### src/rtl/mem_pkg.sv
`default_nettype none
// +----------------------------------------------------------------------------+
// | mem_pkg                                                                    |
// | Shared encodings for the memory-access stage: memop codes, data width,     |
// | NOP register index and byte-enable constants.                             |
// | Revision: 1.0                                                              |
// +----------------------------------------------------------------------------+
package mem_pkg;

  localparam int DATA_W  = 32;
  localparam int NOP_REG = 0;

  typedef enum logic [3:0] {
    MEMOP_NONE = 4'd0,
    MEMOP_LB   = 4'd1,
    MEMOP_LBU  = 4'd2,
    MEMOP_LH   = 4'd3,
    MEMOP_LHU  = 4'd4,
    MEMOP_LW   = 4'd5,
    MEMOP_SB   = 4'd6,
    MEMOP_SH   = 4'd7,
    MEMOP_SW   = 4'd8
  } memop_e;

  localparam logic [3:0] BE_NONE    = 4'b0000;
  localparam logic [3:0] BE_BYTE0   = 4'b0001;
  localparam logic [3:0] BE_LO_HALF = 4'b0011;
  localparam logic [3:0] BE_HI_HALF = 4'b1100;
  localparam logic [3:0] BE_WORD    = 4'b1111;

  function automatic logic is_memop(input memop_e op);
    return (op == MEMOP_LB) || (op == MEMOP_LBU) || (op == MEMOP_LH) ||
           (op == MEMOP_LHU) || (op == MEMOP_LW) || (op == MEMOP_SB) ||
           (op == MEMOP_SH) || (op == MEMOP_SW);
  endfunction

  function automatic logic is_store(input memop_e op);
    return (op == MEMOP_SB) || (op == MEMOP_SH) || (op == MEMOP_SW);
  endfunction

  function automatic logic is_misaligned(input memop_e op, input logic [1:0] lo);
    logic half, word;
    half = (op == MEMOP_LH) || (op == MEMOP_LHU) || (op == MEMOP_SH);
    word = (op == MEMOP_LW) || (op == MEMOP_SW);
    return (half && lo[0]) || (word && (lo != 2'b00));
  endfunction

endpackage
`default_nettype wire

### src/rtl/mem_lsu_align.sv
`default_nettype none
// +----------------------------------------------------------------------------+
// | mem_lsu_align                                                              |
// | Combinational little-endian lane logic: store byte enables and data        |
// | placement, load lane extraction with sign/zero extension.                  |
// | Revision: 1.0                                                              |
// +----------------------------------------------------------------------------+
module mem_lsu_align
  import mem_pkg::*;
(
  input  memop_e      op_i,
  input  logic [1:0]  lo_i,
  input  logic [31:0] sdata_i,
  input  logic [31:0] rdata_i,
  output logic [3:0]  be_o,
  output logic [31:0] wdata_o,
  output logic [31:0] ldata_o
);

  logic [31:0] w_shifted;
  logic [7:0]  w_byte;
  logic [15:0] w_half;

  always_comb begin
    w_shifted = rdata_i >> {lo_i, 3'b000};
    w_byte    = w_shifted[7:0];
    // halfwords select on addr[1] only; addr[0] is ignored here
    w_half    = lo_i[1] ? rdata_i[31:16] : rdata_i[15:0];

    be_o    = BE_NONE;
    wdata_o = sdata_i;
    ldata_o = '0;
    case (op_i)
      MEMOP_LB:  begin be_o = BE_BYTE0 << lo_i; ldata_o = {{24{w_byte[7]}}, w_byte}; end
      MEMOP_LBU: begin be_o = BE_BYTE0 << lo_i; ldata_o = {24'd0, w_byte}; end
      MEMOP_LH:  begin be_o = lo_i[1] ? BE_HI_HALF : BE_LO_HALF; ldata_o = {{16{w_half[15]}}, w_half}; end
      MEMOP_LHU: begin be_o = lo_i[1] ? BE_HI_HALF : BE_LO_HALF; ldata_o = {16'd0, w_half}; end
      MEMOP_LW:  begin be_o = BE_WORD; ldata_o = rdata_i; end
      MEMOP_SB:  begin be_o = BE_BYTE0 << lo_i; wdata_o = {4{sdata_i[7:0]}}; end
      MEMOP_SH:  begin be_o = lo_i[1] ? BE_HI_HALF : BE_LO_HALF; wdata_o = {2{sdata_i[15:0]}}; end
      MEMOP_SW:  be_o = BE_WORD;
      default:   be_o = BE_NONE;
    endcase
  end

endmodule
`default_nettype wire

### src/rtl/mem_stage_lsu.sv
`default_nettype none
// +----------------------------------------------------------------------------+
// | mem_stage_lsu                                                              |
// | Pipeline MEM stage: registered pass-through of ALU results and req/ack     |
// | data-memory loads/stores with bus timeout. Optional alignment checker      |
// | enabled by defining MEM_ALIGN_CHECK_EN.                                    |
// | Revision: 1.0                                                              |
// +----------------------------------------------------------------------------+
module mem_stage_lsu
  import mem_pkg::*;
#(
  parameter int ADDR_W    = 32,
  parameter int REGADDR_W = 5,
  parameter int TIMEOUT   = 16
) (
  input  logic                 clk,
  input  logic                 rst,
  input  logic                 valid_i,
  output logic                 ready_o,
  input  logic [REGADDR_W-1:0] wd_i,
  input  logic                 wreg_i,
  input  logic [DATA_W-1:0]    wdata_i,
  input  logic [3:0]           memop_i,
  input  logic [ADDR_W-1:0]    mem_addr_i,
  input  logic [DATA_W-1:0]    mem_wdata_i,
  output logic                 dmem_req_o,
  output logic                 dmem_we_o,
  output logic [ADDR_W-1:0]    dmem_addr_o,
  output logic [3:0]           dmem_be_o,
  output logic [DATA_W-1:0]    dmem_wdata_o,
  input  logic                 dmem_ack_i,
  input  logic [DATA_W-1:0]    dmem_rdata_i,
  output logic                 valid_o,
  output logic [REGADDR_W-1:0] wd_o,
  output logic                 wreg_o,
  output logic [DATA_W-1:0]    wdata_o,
  output logic                 err_o,
  output logic                 misalign_o,
  output logic [ADDR_W-1:0]    badaddr_o
);

  localparam int              CNT_W    = (TIMEOUT > 0) ? $clog2(TIMEOUT + 1) : 1;
  localparam logic            TMO_EN   = (TIMEOUT > 0);
  localparam logic [CNT_W-1:0] CNT_LAST = (TIMEOUT > 0) ? CNT_W'(TIMEOUT - 1) : '0;

  typedef enum logic [0:0] {
    S_IDLE = 1'b0,
    S_REQ  = 1'b1
  } state_e;

  state_e                 state_q, state_d;
  logic [CNT_W-1:0]       cnt_q, cnt_d;
  memop_e                 op_q, op_d;
  logic [REGADDR_W-1:0]   lwd_q, lwd_d;
  logic                   lwreg_q, lwreg_d;
  logic [ADDR_W-1:0]      addr_q, addr_d;
  logic [DATA_W-1:0]      sdata_q, sdata_d;
  logic                   valid_q, valid_d;
  logic [REGADDR_W-1:0]   wd_q, wd_d;
  logic                   wreg_q, wreg_d;
  logic [DATA_W-1:0]      wdata_q, wdata_d;
  logic                   err_q, err_d;
  logic                   misalign_q, misalign_d;
  logic [ADDR_W-1:0]      badaddr_q, badaddr_d;

  memop_e                 w_op_in;
  logic                   w_accept;
  logic                   w_misalign;
  logic [DATA_W-1:0]      w_ldata;

  mem_lsu_align u_align (
    .op_i    (op_q),
    .lo_i    (addr_q[1:0]),
    .sdata_i (sdata_q),
    .rdata_i (dmem_rdata_i),
    .be_o    (dmem_be_o),
    .wdata_o (dmem_wdata_o),
    .ldata_o (w_ldata)
  );

  assign w_op_in  = memop_e'(memop_i);
  assign w_accept = valid_i && (state_q == S_IDLE);

`ifdef MEM_ALIGN_CHECK_EN
  assign w_misalign = is_misaligned(w_op_in, mem_addr_i[1:0]);
`else
  assign w_misalign = 1'b0;
`endif

  always_comb begin
    state_d    = state_q;
    cnt_d      = cnt_q;
    op_d       = op_q;
    lwd_d      = lwd_q;
    lwreg_d    = lwreg_q;
    addr_d     = addr_q;
    sdata_d    = sdata_q;
    valid_d    = 1'b0;
    wd_d       = wd_q;
    wreg_d     = wreg_q;
    wdata_d    = wdata_q;
    err_d      = err_q;
    misalign_d = misalign_q;
    badaddr_d  = badaddr_q;

    case (state_q)
      S_IDLE: begin
        if (w_accept) begin
          if (!is_memop(w_op_in)) begin
            valid_d    = 1'b1;
            wd_d       = wd_i;
            wreg_d     = wreg_i;
            wdata_d    = wdata_i;
            err_d      = 1'b0;
            misalign_d = 1'b0;
            badaddr_d  = '0;
          end else if (w_misalign) begin
            valid_d    = 1'b1;
            wd_d       = wd_i;
            wreg_d     = 1'b0;
            wdata_d    = '0;
            err_d      = 1'b0;
            misalign_d = 1'b1;
            badaddr_d  = mem_addr_i;
          end else begin
            op_d    = w_op_in;
            lwd_d   = wd_i;
            lwreg_d = wreg_i;
            addr_d  = mem_addr_i;
            sdata_d = mem_wdata_i;
            cnt_d   = '0;
            state_d = S_REQ;
          end
        end
      end
      S_REQ: begin
        // ack outranks a timeout landing on the same edge
        if (dmem_ack_i) begin
          valid_d    = 1'b1;
          wd_d       = lwd_q;
          wreg_d     = lwreg_q && !is_store(op_q);
          wdata_d    = is_store(op_q) ? '0 : w_ldata;
          err_d      = 1'b0;
          misalign_d = 1'b0;
          badaddr_d  = '0;
          state_d    = S_IDLE;
        end else if (TMO_EN && (cnt_q == CNT_LAST)) begin
          valid_d    = 1'b1;
          wd_d       = lwd_q;
          wreg_d     = 1'b0;
          wdata_d    = '0;
          err_d      = 1'b1;
          misalign_d = 1'b0;
          badaddr_d  = addr_q;
          state_d    = S_IDLE;
        end else begin
          cnt_d = cnt_q + 1'b1;
        end
      end
      default: state_d = S_IDLE;
    endcase
  end

  always_ff @(posedge clk or negedge rst) begin
    if (!rst) begin
      state_q    <= S_IDLE;
      cnt_q      <= '0;
      op_q       <= MEMOP_NONE;
      lwd_q      <= '0;
      lwreg_q    <= 1'b0;
      addr_q     <= '0;
      sdata_q    <= '0;
      valid_q    <= 1'b0;
      wd_q       <= REGADDR_W'(NOP_REG);
      wreg_q     <= 1'b0;
      wdata_q    <= '0;
      err_q      <= 1'b0;
      misalign_q <= 1'b0;
      badaddr_q  <= '0;
    end else begin
      state_q    <= state_d;
      cnt_q      <= cnt_d;
      op_q       <= op_d;
      lwd_q      <= lwd_d;
      lwreg_q    <= lwreg_d;
      addr_q     <= addr_d;
      sdata_q    <= sdata_d;
      valid_q    <= valid_d;
      wd_q       <= wd_d;
      wreg_q     <= wreg_d;
      wdata_q    <= wdata_d;
      err_q      <= err_d;
      misalign_q <= misalign_d;
      badaddr_q  <= badaddr_d;
    end
  end

  assign ready_o     = (state_q == S_IDLE);
  assign dmem_req_o  = (state_q == S_REQ);
  assign dmem_we_o   = is_store(op_q);
  assign dmem_addr_o = {addr_q[ADDR_W-1:2], 2'b00};
  assign valid_o     = valid_q;
  assign wd_o        = wd_q;
  assign wreg_o      = wreg_q;
  assign wdata_o     = wdata_q;
  assign err_o       = err_q;
  assign misalign_o  = misalign_q;
  assign badaddr_o   = badaddr_q;

endmodule
`default_nettype wire
### config.mk
export PLATFORM = sky130hd
export DESIGN_NAME = mem_stage_lsu
export DESIGN_NICKNAME = d
export VERILOG_FILES = /design/src/rtl/mem_pkg.sv /design/src/rtl/mem_lsu_align.sv /design/src/rtl/mem_stage_lsu.sv
export SDC_FILE = /design/constraint.sdc
export NUM_CORES = 1
export LEC_CHECK = 0
export CORE_ASPECT_RATIO = 1.25
export CORE_UTILIZATION = 30
export CTS_CLUSTER_SIZE = 30
export DETAILED_ROUTE_END_ITERATION = 16
export HOLD_SLACK_MARGIN = 0.15
export PLACE_DENSITY_LB_ADDON = 0.1
export SYNTH_ARGS = -nofsm -noshare
export SYNTH_HDL_FRONTEND = slang
export SYNTH_SLANG_ARGS = --single-unit
export TNS_END_PERCENT = 1
### constraint.sdc
create_clock -name clk -period 2.8 [get_ports clk]
set_input_delay 0.56 -clock clk [delete_from_list [all_inputs] [get_ports clk]]
set_output_delay 0.56 -clock clk [all_outputs]
set_load 0.1 [all_outputs]
==> run metrics, run 1 <==
final WL 25100 µm; ANT nets after route 0; #FFs+latches synth 152; crit end category output port; detailed-router iteration count before antenna repair 4; Reg2Reg Launch Point cnt_q[0]; pre-CTS WS 0.210 ns; I/O Buffers 282; Synth Area in Simple Gates 0.0842; Max-Cap Viols 0; Cell variety after synth 56; share of the synthesized area in the top cell type 0.489; vias in the first global route 6418; XOR/XNOR Fraction of Synth Area 0.00547; Yosys top cell by area dfrtp_1; pin count of the biggest net entering global routing 55; P&R area growth vs syn 47.5%; Final Max Tran Viols 0; Die ar. 26600 µm²; # rows 65; register area share after synthesis 0.489; Post-DP HPWL 18300 µm; fin crit period 2.63 ns; main area contributors after synthesis dfrtp_1, mux2_2, buf_4; synthesized area 7770 µm²; final setup vio count 0; total number of yosys warnings 0; Pint 0.00620 W; Compound-Gate Fraction of Synth Area 0.150; P_sw 0.00653 W; RePlAce Congestion 0.818; DRC viols 0; EDFF count, synth 0; worst vdd ir 0.000792 V; Die Y 182 µm; core area 25400 µm²; pwr dens 1110 nW/µm²; DR iter-0 viols 169; Tcrit/Tclk final 0.940; Final Non-Filler Cells 1279; Worst Setup SP op_q[1]; fin area 11500 µm²; Synth top cells by count dfrtp_1, mux2_2, buf_4; I/O pin cnt 286; cell with the most instances after synthesis dfrtp_1; Longest Clk Path Bufs 2; critical path type flip-flop to output port; startpoint class of the critical path flip-flop; Synth Instances 679; fmax 380 MHz; total number of vias 6180; first-pass GRT wire length 38600 µm; nets 1074; routed vias/inst 4.83; syn avg cell area 11.4 µm²; H-tree Lvls 4; root buffer cell clkbuf_16; Crit path required time 2.24 ns; largest family of logic cells by synthesized area multiplexers; area of the multi-input gates 3320 µm²; CTS tree built; grt total ovfl 0; largest fanout on the critical path 25; Worst-Skew Late Latency 0.43 ns; worst hold path startpoint err_o; fill count 2442; Clk pin slew, worst setup/hold paths 0.06 ns; ys flop type dfrtp_1; sw frac 0.513; Fin. Hold Viols 0; ys async rst share 1.00; Worst-Margin Slew 0.973 ns; Post-Place Cells 1245; CTS Buf Count 17; Clock power frac 0.180; Post-Synth Adder-Cell Area 0.00322; placed cell area 10900 µm²; initial antenna violation count 1; register area 3800 µm²; arrival time at the worst endpoint 2.07 ns; mux share of post-synthesis cell area 0.181; worst setup margin 0.168 ns; initial core utilization 0.306; setup bufs post-CTS 0; share of post-route cells with drive strength above 1 0.349; Avg WL per Cell 19.6 µm; Post-Route Skew 0.0112 ns; Leak 5.10 nW; chip width 146 µm; Num Clock Sinks 152; Slew HR 0.346; Hold Crit Class flip-flop to flip-flop; outcome finished, final reports clean; Comb pwr share 0.581; GR Util All Layers 0.193; part of the power in registers 0.239; RSZ-0062 raised after global routing false
-- worst max-delay path, cell delays in order, from the launching register on --
cell and delay (ns):
dfrtp_1 0.37, buf_4 0.20, nand2_1 0.15, buf_4 0.33, mux2_2 0.41, buf_12 0.17
-- repair_timing --
action                                  4_1_cts  5_1_grt
hold endpoints to repair                     50        0
gates resized for setup                       1        1
hold buffers                                  1        0
endpoints found under the setup margin        5        2
pin swaps                                     0        0
-- flip-flops by register name, indices dropped and copies added, names as in the netlist --
signal	count
cnt_q	5
dmem_req_o	1
wreg_o	1
badaddr_o	32
wdata_o	32
valid_o	1
wd_o	5
lwreg_q	1
sdata_q	32
lwd_q	5
op_q	4
addr_q	32
err_o	1
-- final timing paths --
path                                     to  cells past startpoint  slack, ns
min                                   err_o                      1       0.48
max reg2reg                      wdata_o[3]                     10       0.43
min reg2reg                           err_o                      1       0.48
min in group asynchronous       wdata_o[11]                      2       0.68
max                        dmem_wdata_o[22]                      5       0.17
max in group asynchronous       sdata_q[20]                      3       1.37
-- through the flow --
stage	TNS [ns]	power [W]	util	hold slack [ns]
6_report	0	0.0127	0.452	0.482
5_1_grt	0	0.0133	0.452	0.506
4_1_cts	0	0.0129	0.451	0.486
3_5_place_dp	0	0.0105	0.428	0.471
3_3_place_gp	0	0.0105	0.428	0.462
2_1_floorplan	-2.73	0.00851	-	0.264
-- layout by cell type, fill, tap and decap left out, types with 3 or more instances in the layout --
cell	n
dfrtp_1	152
clkdlybuf4s50_1	140
buf_4	138
mux2_2	93
nand2_1	37
buf_12	37
o21ai_1	34
inv_1	34
a22o_1	32
o21ai_0	24
nand4_1	18
clkbuf_16	17
mux2i_1	15
a21oi_1	15
a221o_1	15
nor2_1	12
and3_1	12
nor2b_1	10
mux4_2	8
a22oi_1	8
a211o_1	8
a221oi_1	7
a21oi_2	7
nor3_1	4
clkinvlp_4	4
nand3_1	3
and2_1	3
conb_1	3
clkinv_2	3
-- power by group through the flow --
stage               registers (W)  logic, W  clock network (W)
floorplan                 0.00434   0.00417                  0
global placement          0.00309   0.00743                  0
detailed placement        0.00309   0.00743                  0
CTS                       0.00306   0.00745            0.00238
global route              0.00312   0.00768            0.00246
finish                    0.00304   0.00739            0.00229
-- cell families after synthesis --
group	after synthesis
flops	152
fa+ha+maj	2
mux	118
buf+inv	122
other cells	1
xor+xnor	4
simple gates	118
compound gates	162
-- routing by layer --
| metal | track usage | part of all wire |
|---|---|---|
| met1 | 0.234 | 0.41 |
| met2 | 0.311 | 0.48 |
| met3 | 0.0774 | 0.10 |
| met4 | 0.0611 | 0.010 |
| met5 | 0 | 0 |
-- area by class of cell --
class	count	area share
Timing Repair Buffer	317	0.279
Inverter	35	0.0115
Antenna cell	2	0.000437
Sequential cell	152	0.332
Tap cell	335	0.0366
Clock buffer	20	0.0398
Multi-Input combinational cell	407	0.290
Clock inverter	11	0.0107
Power figures use the tool's default switching activity.
==> run 2: changes to the inputs <==
--- a/config.mk
+++ b/config.mk
@@ -13,5 +13,6 @@
 export PLACE_DENSITY_LB_ADDON = 0.1
 export SYNTH_ARGS = -nofsm -noshare
 export SYNTH_HDL_FRONTEND = slang
+export SYNTH_HIERARCHICAL = 1
 export SYNTH_SLANG_ARGS = --single-unit
 export TNS_END_PERCENT = 1
==> run 2 against run 1 <==
  * Clock-buffer cell count is 3 lower
  * Setup slack worse by 0.053 ns
  * Synthesized area is 2.2% lower
  * Power is 3.1% higher
  * Via count is 7.8% lower
==> run metrics, run 2 <==
Worst-Skew Late Latency 0.42 ns; synthesized area 7600 µm²; H-tree Lvls 4; EDFF count, synth 0; # rows 64; ANT nets after route 0; Tcrit/Tclk final 0.959; Clk pin slew, worst setup/hold paths 0.07 ns; ys flop type dfrtp_1; Num Clock Sinks 152; Fin. Hold Viols 0; ys async rst share 1.00; I/O Buffers 282; worst hold endpoint err_o; worst r2r path cells 6; #FFs+latches synth 152; register area 3810 µm²; initial core utilization 0.308; detailed-router iteration count before antenna repair 4; outcome finished, final reports clean; arrival time at the worst endpoint 2.12 ns; CTS tree built; Reg2Reg Launch Point op_q[0]; vias in the first global route 6253; critical path type flip-flop to output port; setup bufs post-CTS 0; DR iter-0 viols 192; RSZ-0062 raised after global routing false; Max-Cap Viols 0; Crit path required time 2.24 ns; most common cell after layout, fill and taps aside dfrtp_1; Post-DP HPWL 16600 µm; Synth Instances 584; leading cell types in the layout, fill and taps excluded dfrtp_1, clkdlybuf4s50_1, mux2_2, buf_4, a22o_1; Worst-Margin Slew 0.809 ns; total number of vias 5701; Die ar. 26000 µm²; share of post-route cells with drive strength above 1 0.417; CTS Buf Count 17; final WL 22800 µm; nets 977; Avg WL per Cell 19.4 µm; fmax 372 MHz; Die Y 180 µm; Longest Clk Path Bufs 2; initial antenna violation count 2; Hold Path Cell Cnt 1; syn avg cell area 13.0 µm²; chip width 144 µm; Yosys top cell by area dfrtp_1; worst vdd ir 0.000714 V; register area share after synthesis 0.500; Cell variety after synth 48; final setup vio count 0; Hold Crit Class flip-flop to flip-flop; cell with the most instances after synthesis dfrtp_1; largest fanout on the critical path 15; Leak 5.05 nW; grt total ovfl 0; R2R Setup Slk 0.45 ns; Final TNS setup 0 ns; Final Max Tran Viols 0; RePlAce Congestion 0.807; fin crit period 2.68 ns; worst hold path startpoint err_o; crit end category output port; fill count 2306; area of the multi-input gates 3270 µm²; startpoint class of the critical path flip-flop; pin count of the biggest net entering global routing 58; first-pass GRT wire length 35500 µm; core area 24700 µm²; DRC viols 0; routed vias/inst 4.84; I/O pin cnt 286; pwr dens 1170 nW/µm²; share of the synthesized area in the top cell type 0.500; P&R area growth vs syn 47.5%; fin util 0.455; Synth top cells by count dfrtp_1, mux2_2, a22o_1; r2r endpoint wdata_o[9]; total number of yosys warnings 6; root buffer cell clkbuf_16; Post-Route Skew 0.0109 ns; main area contributors after synthesis dfrtp_1, mux2_2, a22o_1; Slew HR 0.461; GR Util All Layers 0.181
-- run 2: changes by cell type after synthesis, moves of 8 or more --
cell,before,now
a21o_1,1,17
a21oi_1,15,6
a22o_1,32,65
a22oi_1,8,0
and3_1,12,2
inv_1,34,4
mux2_2,93,133
nand2_1,37,17
nand4_1,18,1
o21ai_0,36,20
o21ai_1,22,0
-- run 2: cells by family after synthesis --
group,count (synthesis),share of synthesized area
buf+inv,85,0.0744
compound gates,132,0.141
other cells,1,0.000493
flops,152,0.500
simple gates,57,0.0441
fa+ha+maj,2,0.00329
xor+xnor,4,0.00461
mux,151,0.231
-- run 2: what timing repair did --
action,in CTS,in global routing
hold endpoints to repair,52,0
hold buffers,1,0
endpoints found under the setup margin,9,5
resized for setup,2,1
-- run 2: worst max-delay path by stage --
stage / start / end / slack (ns) / depth (start not counted)
3_5_place_dp: dmem_rdata_i[23] / wdata_o[29] / 0.14 / 7
6_report: op_q[0] / dmem_be_o[3] / 0.12 / 3
2_1_floorplan: op_q[3] / dmem_wdata_o[24] / -0.28 / 4
5_1_grt: op_q[0] / dmem_be_o[2] / 0.03 / 3
3_3_place_gp: dmem_rdata_i[24] / wdata_o[0] / 0.16 / 6
4_1_cts: op_q[2] / dmem_wdata_o[15] / 0.04 / 5
-- run 2: worst max-delay path, stage by stage (launching register included) --
cell     delay (ns)
dfrtp_1        0.54
or4b_2         0.74
o21ai_1        0.20
buf_12         0.22
-- run 2: routing by layer --
layer  vias to the layer above  wire length, µm  track usage
met5                         -                0            0
met4                         0              474       0.0669
met3                        24             1800       0.0583
met2                       202            11500        0.308
met1                      2860             9040        0.207
li1                       2615                -            -
-- run 2: final cells by class --
class                   instances  share of cell area
flip-flops and latches        152               0.340
multi-input cells             349               0.291
repair buffers                308               0.276
clock buffers                  17              0.0379
well taps                     330              0.0368
clock inverters                15              0.0165
inverters                       5             0.00167
diodes                          1            0.000223
-- run 2: per-stage QoR --
stage | power, W | hold WS [ns] | setup WS, ns | cells | cell area (µm²)
2_1_floorplan | 0.00885 | 0.264 | -0.282 | 586 | 7610
3_3_place_gp | 0.0108 | 0.470 | 0.156 | 1143 | 10600
3_5_place_dp | 0.0109 | 0.478 | 0.144 | 1143 | 10600
4_1_cts | 0.0133 | 0.495 | 0.0364 | 1176 | 11200
5_1_grt | 0.0136 | 0.520 | 0.0259 | 1177 | 11200
6_report | 0.0131 | 0.490 | 0.115 | 1177 | 11200
-- run 2: report_power, final --
| group | switching [W] | total, W | leakage, nW | internal, W |
|---|---|---|---|---|
| registers | 0.000414 | 0.00313 | 1.89 | 0.00271 |
| clock network | 0.00107 | 0.00236 | 0.285 | 0.00128 |
| logic | 0.00535 | 0.00764 | 2.88 | 0.00229 |
| total | 0.00684 | 0.0131 | 5.05 | 0.00628 |
==> run 3: changes to the inputs <==
--- a/config.mk
+++ b/config.mk
@@ -7,8 +7,8 @@
 export LEC_CHECK = 0
 export CORE_ASPECT_RATIO = 1.25
 export CORE_UTILIZATION = 30
-export CTS_CLUSTER_SIZE = 30
 export DETAILED_ROUTE_END_ITERATION = 16
+export GPL_TIMING_DRIVEN = 0
 export HOLD_SLACK_MARGIN = 0.15
 export PLACE_DENSITY_LB_ADDON = 0.1
 export SYNTH_ARGS = -nofsm -noshare
==> run 3 against run 2 <==
  * Worst hold slack worse by 0.32 ns
  * Die area unchanged
  * Sequential power down 2%
  * Largest cell class unchanged
  * First-iteration DRC count down 0.52%
==> run metrics, run 3 (same netlist as run 2, synthesis figures left out) <==
outcome finished, final reports clean; worst vdd ir 0.000676 V; Hold Crit Class input pin to async pin; Reg2Reg Launch Point addr_q[1]; Tcrit/Tclk final 0.988; sw frac 0.526; final WL 23600 µm; crit end category output port; RSZ-0062 raised after global routing true; Worst-Skew Late Latency 0.43 ns; Avg WL per Cell 19.1 µm; Clk pin slew, worst setup/hold paths 0.08 ns; CTS Hold Bufs 0; Worst Setup SP op_q[3]; first-pass GRT wire length 36700 µm; P_sw 0.00686 W; initial antenna violation count 2; P&R area growth vs syn 52.0%; nets 1035; Num Clock Sinks 152; Die Y 180 µm; RePlAce Congestion 0.810; register area 3800 µm²; DR iter-0 viols 191; largest fanout on the critical path 10; Final Non-Filler Cells 1236; root buffer cell clkbuf_16; Pint 0.00618 W; CTS tree built; Slew HR 0.314; Post-DP HPWL 17600 µm; fill count 2318; area of the multi-input gates 3250 µm²; Leak 5.03 nW; Final Max Tran Viols 0; core area 24700 µm²; pin count of the biggest net entering global routing 82; fin util 0.469; vias in the first global route 6526; fmax 361 MHz; # rows 64; routed vias/inst 4.82; initial core utilization 0.308; leading cell types in the layout, fill and taps excluded clkdlybuf4s50_1, dfrtp_1, mux2_2, a22o_1, buf_4; most common cell after layout, fill and taps aside clkdlybuf4s50_1; CTS Buf Count 17; detailed-router iteration count before antenna repair 4; total number of vias 5958; I/O Buffers 282; I/O pin cnt 286; Die ar. 26000 µm²; part of the power in registers 0.235; final setup vio count 0; Longest Clk Path Bufs 2; Post-Place Cells 1199; Worst-Margin Slew 1.03 ns; Fin. Hold Viols 0; DRC viols 0; Post-Route Skew 0.0120 ns; Comb pwr share 0.585; Max-Cap Viols 0; ANT nets after route 0; fin crit period 2.77 ns; grt total ovfl 0; startpoint class of the critical path flip-flop; Final TNS setup 0 ns; pwr dens 1130 nW/µm²; Clock power frac 0.179; critical path type flip-flop to output port; GR Util All Layers 0.187; Crit path required time 2.24 ns; chip width 144 µm; share of post-route cells with drive strength above 1 0.320; H-tree Lvls 4; arrival time at the worst endpoint 2.21 ns
## run 3: cell count changes in the layout (fill, tap and decap cells not counted), sizes merged
cell / before / now
clkdlybuf4s15: 0 / 5
diode: 1 / 2
bufinv: 1 / 0
clkinvlp: 4 / 2
inv: 11 / 14
dlygate4sd3: 1 / 0
clkdlybuf4s50: 140 / 251
buf: 167 / 100
clkbuf: 17 / 27
## run 3: metal layers
metal,vias to the layer above,track usage,share of wire
met2,228,0.321,0.51
li1,2743,-,-
met3,31,0.0434,0.071
met1,2956,0.224,0.40
met4,0,0.0669,0.019
met5,-,0,0
## run 3: final timing paths
check	to	slack (ns)	cells past startpoint
worst max-delay path	dmem_wdata_o[10]	0.03	7
worst min-delay path	wdata_o[12]	0.17	1
worst max register to register	wdata_o[1]	0.41	7
worst min register to register	sdata_q[19]	0.50	1
max in group asynchronous	badaddr_o[17]	1.78	2
min in group clk	sdata_q[19]	0.50	1
## run 3: power groups by stage
stage	combinational, W	sequential [W]	clock [W]
3_3_place_gp	0.00754	0.00309	0
4_1_cts	0.00762	0.00308	0.00242
3_5_place_dp	0.00758	0.00312	0
5_1_grt	0.00790	0.00316	0.00251
2_1_floorplan	0.00424	0.00462	0
6_report	0.00763	0.00307	0.00234
## run 3: area by class of cell
cell class,count,share of cell area
inverters,5,0.00162
multi-input cells,349,0.281
clock inverters,15,0.0150
plain buffers,79,0.0484
repair buffers,287,0.252
flip-flops and latches,152,0.329
clock buffers,17,0.0368
well taps,330,0.0357
diodes,2,0.000433
## run 3: through the flow
| step | cell area [µm²] | setup slack [ns] | total power [W] | hold slack (ns) |
|---|---|---|---|---|
| final | 11600 | 0.0330 | 0.0130 | 0.171 |
| after global routing | 11600 | -0.0518 | 0.0136 | 0.243 |
| after CTS | 11500 | -0.0641 | 0.0131 | 0.214 |
| after detailed placement | 10900 | -0.830 | 0.0107 | 0.491 |
| after global placement | 10800 | -5.13 | 0.0106 | 0.467 |
| after floorplan | 7610 | -0.282 | 0.00885 | 0.264 |
## run 3: timing repair
action,in CTS,in global routing
hold endpoints to repair,0,0
setup buffers,2,2
endpoints found under the setup margin,30,27
pin swaps,1,0
resized for setup,181,10
## run 3: critical path: stages (launching register included)
cell,delay [ns]
dfrtp_2,0.44
buf_6,0.15
nand3b_1,0.21
buf_12,0.18
nor2_4,0.12
buf_12,0.14
mux2_2,0.35
buf_6,0.19
